==> src/rtl/wb_mux_n_if.sv <==
// Wishbone classic bus bundle for wb_mux_n: one master side, NUM_SLAVES packed slave slices
// and the per-slave address map. The slave modport is the multiplexer's view.
interface wb_mux_n_if #(
  parameter int NUM_SLAVES   = 4,
  parameter int DATA_WIDTH   = 32,
  parameter int ADDR_WIDTH   = 32,
  parameter int SELECT_WIDTH = DATA_WIDTH / 8
);
  logic [ADDR_WIDTH-1:0]              wbm_adr_i;
  logic [DATA_WIDTH-1:0]              wbm_dat_i;
  logic [DATA_WIDTH-1:0]              wbm_dat_o;
  logic                               wbm_we_i;
  logic [SELECT_WIDTH-1:0]            wbm_sel_i;
  logic                               wbm_stb_i;
  logic                               wbm_cyc_i;
  logic                               wbm_ack_o;
  logic                               wbm_err_o;
  logic                               wbm_rty_o;

  logic [NUM_SLAVES*ADDR_WIDTH-1:0]   wbs_adr_o;
  logic [NUM_SLAVES*DATA_WIDTH-1:0]   wbs_dat_o;
  logic [NUM_SLAVES*DATA_WIDTH-1:0]   wbs_dat_i;
  logic [NUM_SLAVES-1:0]              wbs_we_o;
  logic [NUM_SLAVES*SELECT_WIDTH-1:0] wbs_sel_o;
  logic [NUM_SLAVES-1:0]              wbs_stb_o;
  logic [NUM_SLAVES-1:0]              wbs_cyc_o;
  logic [NUM_SLAVES-1:0]              wbs_ack_i;
  logic [NUM_SLAVES-1:0]              wbs_err_i;
  logic [NUM_SLAVES-1:0]              wbs_rty_i;

  logic [NUM_SLAVES*ADDR_WIDTH-1:0]   wbs_addr;
  logic [NUM_SLAVES*ADDR_WIDTH-1:0]   wbs_addr_msk;

  modport slave (
    input  wbm_adr_i, wbm_dat_i, wbm_we_i, wbm_sel_i, wbm_stb_i, wbm_cyc_i,
    output wbm_dat_o, wbm_ack_o, wbm_err_o, wbm_rty_o,
    output wbs_adr_o, wbs_dat_o, wbs_we_o, wbs_sel_o, wbs_stb_o, wbs_cyc_o,
    input  wbs_dat_i, wbs_ack_i, wbs_err_i, wbs_rty_i,
    input  wbs_addr, wbs_addr_msk
  );

  modport master (
    output wbm_adr_i, wbm_dat_i, wbm_we_i, wbm_sel_i, wbm_stb_i, wbm_cyc_i,
    input  wbm_dat_o, wbm_ack_o, wbm_err_o, wbm_rty_o,
    input  wbs_adr_o, wbs_dat_o, wbs_we_o, wbs_sel_o, wbs_stb_o, wbs_cyc_o,
    output wbs_dat_i, wbs_ack_i, wbs_err_i, wbs_rty_i,
    output wbs_addr, wbs_addr_msk
  );
endinterface

==> src/rtl/wb_mux_n.sv <==
// N-port Wishbone classic multiplexer with registered decode, per-transaction slave lock,
// selected-slave response qualification and an ACTIVE-state watchdog that terminates with err.
module wb_mux_n #(
  parameter int NUM_SLAVES     = 4,
  parameter int DATA_WIDTH     = 32,
  parameter int ADDR_WIDTH     = 32,
  parameter int SELECT_WIDTH   = DATA_WIDTH / 8,
  parameter int TIMEOUT_CYCLES = 255
) (
  input logic       clk,
  input logic       rst,
  wb_mux_n_if.slave bus
);

  localparam logic [1:0] ST_IDLE   = 2'd0;
  localparam logic [1:0] ST_ACTIVE = 2'd1;
  localparam logic [1:0] ST_ERR    = 2'd2;

  localparam int IDX_W = (NUM_SLAVES > 1) ? $clog2(NUM_SLAVES) : 1;
  localparam int WD_W  = (TIMEOUT_CYCLES > 1) ? $clog2(TIMEOUT_CYCLES) : 1;
  localparam bit WD_EN = (TIMEOUT_CYCLES > 0);
  localparam logic [WD_W-1:0] WD_LIMIT = WD_W'((TIMEOUT_CYCLES > 0) ? TIMEOUT_CYCLES - 1 : 0);

  logic [1:0]            state, state_nxt;
  logic [IDX_W-1:0]      sel_idx, sel_idx_nxt;
  logic [WD_W-1:0]       wd_cnt, wd_cnt_nxt;

  logic                  req;
  logic                  hit;
  logic [IDX_W-1:0]      hit_idx;
  logic                  sel_ack, sel_err, sel_rty, sel_resp;
  logic                  timeout;
  logic [DATA_WIDTH-1:0] sel_dat;

  assign req = bus.wbm_cyc_i & bus.wbm_stb_i;

  // Descending scan so the lowest matching index is the one left standing.
  // NOTE: every always_comb output gets a default first so no path can infer a latch.
  always_comb begin
    hit     = 1'b0;
    hit_idx = '0;
    for (int i = NUM_SLAVES - 1; i >= 0; i--) begin
      if (((bus.wbm_adr_i ^ bus.wbs_addr[i*ADDR_WIDTH +: ADDR_WIDTH]) &
           bus.wbs_addr_msk[i*ADDR_WIDTH +: ADDR_WIDTH]) == '0) begin
        hit     = 1'b1;
        hit_idx = IDX_W'(i);
      end
    end
  end

  assign sel_ack  = bus.wbs_ack_i[sel_idx];
  assign sel_err  = bus.wbs_err_i[sel_idx];
  assign sel_rty  = bus.wbs_rty_i[sel_idx];
  assign sel_resp = sel_ack | sel_err | sel_rty;
  assign sel_dat  = bus.wbs_dat_i[int'(sel_idx)*DATA_WIDTH +: DATA_WIDTH];

  // A response in the limit cycle wins over the timeout.
  assign timeout = WD_EN && (state == ST_ACTIVE) && bus.wbm_cyc_i && !sel_resp &&
                   (wd_cnt == WD_LIMIT);

  always_comb begin
    state_nxt   = state;
    sel_idx_nxt = sel_idx;
    wd_cnt_nxt  = wd_cnt;
    case (state)
      ST_IDLE: begin
        if (req) begin
          if (hit) begin
            state_nxt   = ST_ACTIVE;
            sel_idx_nxt = hit_idx;
            wd_cnt_nxt  = '0;
          end else begin
            state_nxt = ST_ERR;
          end
        end
      end
      ST_ACTIVE: begin
        if (!bus.wbm_cyc_i || sel_resp) begin
          state_nxt = ST_IDLE;
        end else if (timeout) begin
          state_nxt = ST_ERR;
        end else if (WD_EN) begin
          wd_cnt_nxt = wd_cnt + 1'b1;
        end
      end
      ST_ERR:  state_nxt = ST_IDLE;
      default: state_nxt = ST_IDLE;
    endcase
  end

  // NOTE: sequential state uses non-blocking assignments so every flop samples pre-edge values.
  // NOTE: only control state is reset; all slave strobes decode from it, so they clear with rst.
  always_ff @(posedge clk or posedge rst) begin
    if (rst) begin
      state   <= ST_IDLE;
      sel_idx <= '0;
      wd_cnt  <= '0;
    end else begin
      state   <= state_nxt;
      sel_idx <= sel_idx_nxt;
      wd_cnt  <= wd_cnt_nxt;
    end
  end

  always_comb begin
    for (int i = 0; i < NUM_SLAVES; i++) begin
      bus.wbs_adr_o[i*ADDR_WIDTH +: ADDR_WIDTH]     = bus.wbm_adr_i;
      bus.wbs_dat_o[i*DATA_WIDTH +: DATA_WIDTH]     = bus.wbm_dat_i;
      bus.wbs_sel_o[i*SELECT_WIDTH +: SELECT_WIDTH] = bus.wbm_sel_i;
    end
  end

  // Only the locked slave sees the master's control lines, and only while ACTIVE.
  always_comb begin
    bus.wbs_cyc_o = '0;
    bus.wbs_stb_o = '0;
    bus.wbs_we_o  = '0;
    bus.wbm_dat_o = '0;
    bus.wbm_ack_o = 1'b0;
    bus.wbm_err_o = 1'b0;
    bus.wbm_rty_o = 1'b0;
    case (state)
      ST_ACTIVE: begin
        bus.wbs_cyc_o[sel_idx] = bus.wbm_cyc_i;
        bus.wbs_stb_o[sel_idx] = bus.wbm_stb_i;
        bus.wbs_we_o[sel_idx]  = bus.wbm_we_i;
        bus.wbm_dat_o          = sel_dat;
        bus.wbm_err_o          = sel_err;
        bus.wbm_rty_o          = sel_rty & ~sel_err;
        bus.wbm_ack_o          = sel_ack & ~sel_err & ~sel_rty;
      end
      ST_ERR:  bus.wbm_err_o = 1'b1;
      default: ;
    endcase
  end

endmodule

==> src/flat_wrapper.sv <==
// flat-port wrapper written by rule: the top's interface ports become plain ports
module wb_mux_n_flat 
#(
  parameter int NUM_SLAVES     = 4,
  parameter int DATA_WIDTH     = 32,
  parameter int ADDR_WIDTH     = 32,
  parameter int SELECT_WIDTH   = DATA_WIDTH / 8,
  parameter int TIMEOUT_CYCLES = 255
)
  (clk, rst, bus_wbm_adr_i, bus_wbm_dat_i, bus_wbm_we_i, bus_wbm_sel_i, bus_wbm_stb_i, bus_wbm_cyc_i, bus_wbm_dat_o, bus_wbm_ack_o, bus_wbm_err_o, bus_wbm_rty_o, bus_wbs_adr_o, bus_wbs_dat_o, bus_wbs_we_o, bus_wbs_sel_o, bus_wbs_stb_o, bus_wbs_cyc_o, bus_wbs_dat_i, bus_wbs_ack_i, bus_wbs_err_i, bus_wbs_rty_i, bus_wbs_addr, bus_wbs_addr_msk);
  wb_mux_n_if #(.NUM_SLAVES(NUM_SLAVES), .DATA_WIDTH(DATA_WIDTH), .ADDR_WIDTH(ADDR_WIDTH), .SELECT_WIDTH(SELECT_WIDTH)) bus_i ();
  input logic clk;
  input logic rst;
  input wire logic [$bits(bus_i.wbm_adr_i)-1:0] bus_wbm_adr_i;
  input wire logic [$bits(bus_i.wbm_dat_i)-1:0] bus_wbm_dat_i;
  input wire logic [$bits(bus_i.wbm_we_i)-1:0] bus_wbm_we_i;
  input wire logic [$bits(bus_i.wbm_sel_i)-1:0] bus_wbm_sel_i;
  input wire logic [$bits(bus_i.wbm_stb_i)-1:0] bus_wbm_stb_i;
  input wire logic [$bits(bus_i.wbm_cyc_i)-1:0] bus_wbm_cyc_i;
  output wire logic [$bits(bus_i.wbm_dat_o)-1:0] bus_wbm_dat_o;
  output wire logic [$bits(bus_i.wbm_ack_o)-1:0] bus_wbm_ack_o;
  output wire logic [$bits(bus_i.wbm_err_o)-1:0] bus_wbm_err_o;
  output wire logic [$bits(bus_i.wbm_rty_o)-1:0] bus_wbm_rty_o;
  output wire logic [$bits(bus_i.wbs_adr_o)-1:0] bus_wbs_adr_o;
  output wire logic [$bits(bus_i.wbs_dat_o)-1:0] bus_wbs_dat_o;
  output wire logic [$bits(bus_i.wbs_we_o)-1:0] bus_wbs_we_o;
  output wire logic [$bits(bus_i.wbs_sel_o)-1:0] bus_wbs_sel_o;
  output wire logic [$bits(bus_i.wbs_stb_o)-1:0] bus_wbs_stb_o;
  output wire logic [$bits(bus_i.wbs_cyc_o)-1:0] bus_wbs_cyc_o;
  input wire logic [$bits(bus_i.wbs_dat_i)-1:0] bus_wbs_dat_i;
  input wire logic [$bits(bus_i.wbs_ack_i)-1:0] bus_wbs_ack_i;
  input wire logic [$bits(bus_i.wbs_err_i)-1:0] bus_wbs_err_i;
  input wire logic [$bits(bus_i.wbs_rty_i)-1:0] bus_wbs_rty_i;
  input wire logic [$bits(bus_i.wbs_addr)-1:0] bus_wbs_addr;
  input wire logic [$bits(bus_i.wbs_addr_msk)-1:0] bus_wbs_addr_msk;
  assign bus_i.wbm_adr_i = bus_wbm_adr_i;
  assign bus_i.wbm_dat_i = bus_wbm_dat_i;
  assign bus_i.wbm_we_i = bus_wbm_we_i;
  assign bus_i.wbm_sel_i = bus_wbm_sel_i;
  assign bus_i.wbm_stb_i = bus_wbm_stb_i;
  assign bus_i.wbm_cyc_i = bus_wbm_cyc_i;
  assign bus_wbm_dat_o = bus_i.wbm_dat_o;
  assign bus_wbm_ack_o = bus_i.wbm_ack_o;
  assign bus_wbm_err_o = bus_i.wbm_err_o;
  assign bus_wbm_rty_o = bus_i.wbm_rty_o;
  assign bus_wbs_adr_o = bus_i.wbs_adr_o;
  assign bus_wbs_dat_o = bus_i.wbs_dat_o;
  assign bus_wbs_we_o = bus_i.wbs_we_o;
  assign bus_wbs_sel_o = bus_i.wbs_sel_o;
  assign bus_wbs_stb_o = bus_i.wbs_stb_o;
  assign bus_wbs_cyc_o = bus_i.wbs_cyc_o;
  assign bus_i.wbs_dat_i = bus_wbs_dat_i;
  assign bus_i.wbs_ack_i = bus_wbs_ack_i;
  assign bus_i.wbs_err_i = bus_wbs_err_i;
  assign bus_i.wbs_rty_i = bus_wbs_rty_i;
  assign bus_i.wbs_addr = bus_wbs_addr;
  assign bus_i.wbs_addr_msk = bus_wbs_addr_msk;
  wb_mux_n #(.NUM_SLAVES(NUM_SLAVES), .DATA_WIDTH(DATA_WIDTH), .ADDR_WIDTH(ADDR_WIDTH), .SELECT_WIDTH(SELECT_WIDTH), .TIMEOUT_CYCLES(TIMEOUT_CYCLES)) u_core (.clk(clk), .rst(rst), .bus(bus_i));
endmodule
==> config.mk <==
export PLATFORM = sky130hd
export DESIGN_NAME = wb_mux_n_flat
export DESIGN_NICKNAME = d
export VERILOG_FILES = /design/src/rtl/wb_mux_n_if.sv /design/src/rtl/wb_mux_n.sv /design/src/flat_wrapper.sv
export SDC_FILE = /design/constraint.sdc
export NUM_CORES = 1
export LEC_CHECK = 0
export CORE_AREA = 8 8 303 305
export DETAILED_ROUTE_END_ITERATION = 10
export DIE_AREA = 0 0 311 313
export PLACE_DENSITY_LB_ADDON = 0.15
export SYNTH_ARGS = -nofsm -noshare
export SYNTH_HDL_FRONTEND = slang
export SYNTH_SLANG_ARGS = --single-unit
==> constraint.sdc <==
create_clock -name clk -period 4.1 [get_ports clk]
set_input_delay 1.23 -clock clk [delete_from_list [all_inputs] [get_ports clk]]
set_output_delay 1.23 -clock clk [all_outputs]
set_load 0.05 [all_outputs]
==> run metrics <==
Pwr Density=approximately 140 nW/µm²; fillcell total=9838; vias in the first global route=7456; Synth Register Bits=12; predominant post-synthesis flop cell=dfrtp_1; die height=313 µm; post-layout util=15.5%; WL per Instance=21.0 µm; fmax=0.257 GHz; largest net degree at the start of global routing=35; WHS=0.564 ns; Mapped Avg Cell Area=8.52 µm²; Sink Count=12; Ports=788; dpl hpwl=44600 µm; hold depth=2; Synth Net Count=1149; leakage=5.11 nW; FP Rows=approximately 110; Slew Limit Fails=0; Hold/Removal Path Class=reg -> reg; Switching Fraction=roughly two fifths; Total GRT Usage=slightly above 9%; Rel. slew slack=between 40 and 50%; worst reg-to-reg path cell count=8; Crit path required time=2.87 ns; die footprint=97300 µm²; fin crit share=95.0%; area post-placement=13400 µm²; final antenna-violating net count=0; largest cells by area after synthesis=buf_4 (36%), xor2_1 (19%), mux4_2 (14%); synth warn=0; final weighted congestion in routability-driven placement=between 0.8 and 0.9; status=completed; # DRC=0; post-CTS setup buffer count=0; Final min period=about 3.9 ns; H-tree lvl count=1; Critical Path End Type=output port; drt first pass iters=4; Syn-to-layout area delta=135%; sequential share of power=6.9%; GRT overflow=0; # placed instances=2253; fraction of the yosys area taken by sequential cells=under 10%; Yosys top cell area share=35.5%; Clk pwr share=10.1%; final wirelength=47400 µm; Reg clk slew, reported paths=0.05 ns; area leader, netlist=buf_4; endpoints failing setup=0; clk buf depth=2; net switching power=0.777 mW; Design Power=approximately 1.9 mW; worst slew pin tran=0.757 ns; crit path max fanout=3; Clock Latency Late Sink=0.24 ns; CTS tree=yes; effective utilization at floorplan=6.59%; Place WS=-1.04 ns; nature of the critical path startpoint=input pin; fin cells=2262; initial antenna violation count=10; Initial DRC Count=about 150; core box area=87300 µm²; Max Cap Violations=0; share of layout cells above drive strength 1=30.1%; Setup Skew=0.00244 ns; Non-Filler Cell Area, Final=13500 µm²; cts hold-fix bufs=0; Final Worst Setup Slack=about 0.21 ns; WS Path Type=in -> out; vias=6389; async set-reset flop share out of synthesis=100%; die span in x=311 µm; synthesized area=approximately 5800 µm²; Yosys cell types=40; CTS buffer count=3; first-pass GRT wire length=between 60000 and 70000 µm; final hold vios=0; CP arrival=about 2.7 ns; # nets final=1567; EDFF count, synth=0; Int Power=1.10 mW; CTS root buffer=clkbuf_16; port bufs=607; drt via density=roughly 2.8; Gate power share=83.0%; unrepaired setup endpoints after global routing=no; setup TNS=0 ns; Synth Instances=675; worst ir drop on vdd=approximately 0.13 mV
## power by group through the flow
| stage | registers, mW | clock network (mW) | logic [mW] |
|---|---|---|---|
| 2_1_floorplan | 0.129 | 0 | 0.991 |
| 3_3_place_gp | 0.132 | 0 | 1.59 |
| 3_5_place_dp | 0.132 | 0 | 1.59 |
| 4_1_cts | 0.130 | 0.195 | 1.60 |
| 5_1_grt | 0.131 | 0.198 | 1.65 |
| 6_report | 0.130 | 0.190 | 1.56 |
## cells in the final DEF, fill, tap and decap left out, types with 3 or more instances in the layout
cell type and count:
a31oi_1 3, nor2_1 20, nand4_1 18, buf_12 153
a22oi_1 59, clkdlybuf4s50_1 429, a22oi_2 5, inv_1 5
and2_1 32, o41ai_2 3, xor2_1 128, a21oi_1 3
nand2_1 9, diode_2 5, dfrtp_1 10, nand3_1 3
clkbuf_16 3, nor3_1 4, buf_4 117, o31a_1 4
mux4_2 35, nand3b_1 4, ha_1 5
## registers in the layout, summed over array words and instances, names as in the netlist
| signal | cells |
|---|---|
| u_core.wd_cnt | 8 |
| u_core.sel_idx | 2 |
| u_core.state | 2 |
## critical path: stages
cell and delay (ns):
clkdlybuf4s50_1 0.39, mux4_2 0.55, nor3_1 0.21, buf_4 0.15, buf_12 0.13
## final cells by class
cell class / instances / area [µm²] / share of cell area [%]
inverter: 5 / 18.8 / 0.139
antenna: 5 / 12.5 / 0.0925
clock buffer: 4 / 78.8 / 0.583
tap: 1165 / 1460 / 10.8
multi-input combinational: 368 / 3370 / 25.0
timing repair buffer: 703 / 8280 / 61.2
sequential: 12 / 303 / 2.24
## layer usage
metal	vias to the layer above	global-route usage [%]	part of all wire, %
li1	2943	-	-
met5	-	0	0.084
met4	6	1.45	1.1
met3	22	4.91	12
met1	2905	9.06	35
met2	513	17.3	52
## repair_timing
action                                 4_1_cts  5_1_grt
pin swaps                                    4        7
resized for setup                            9       10
endpoints found under the hold margin        0        0
setup endpoints to repair                   12        5
## synthesized netlist by cell type (all sizes together) (2+ instances only)
cell / count
o21ai: 4
and3: 2
a31oi: 4
dfrtp: 12
nand4: 18
nand2: 9
or4: 2
ha: 5
a21oi: 4
nand3: 3
nand2b: 2
nor2: 20
nor3: 4
nor4: 5
o31a: 4
a22oi: 64
o211ai: 2
xor2: 128
nor2b: 2
clkbuf: 14
o221ai: 2
mux4: 35
buf: 276
o41ai: 5
nand3b: 4
and2: 32
o22a: 3
inv: 5
## cells by family (layout without fill, tap and decap cells)
family	Yosys count	in the layout	synth area share (%)
adder cells (fa/ha/maj)	5	5	1.09
AND/OR/NAND/NOR	105	105	10.3
AO/OA/AOI/OAI	93	93	12.4
XOR/XNOR	128	128	19.5
flip-flops	12	12	5.22
multiplexers	37	37	14.1
other	0	5	0
buffers and inverters	295	712	37.3
## final timing paths
kind | endpoint | from | slack [ns]
hold / removal | u_core.state[1] | u_core.state[1] | 0.56
max in group asynchronous | u_core.sel_idx[1] | rst | 2.28
setup / recovery | bus_wbm_ack_o | bus_wbs_rty_i[3] | 0.21
setup reg to reg | u_core.wd_cnt[4] | u_core.sel_idx[0] | 0.72
min in group asynchronous | u_core.wd_cnt[7] | rst | 1.44
hold reg to reg | u_core.state[1] | u_core.state[1] | 0.56
(Power assumes the default switching activity.)
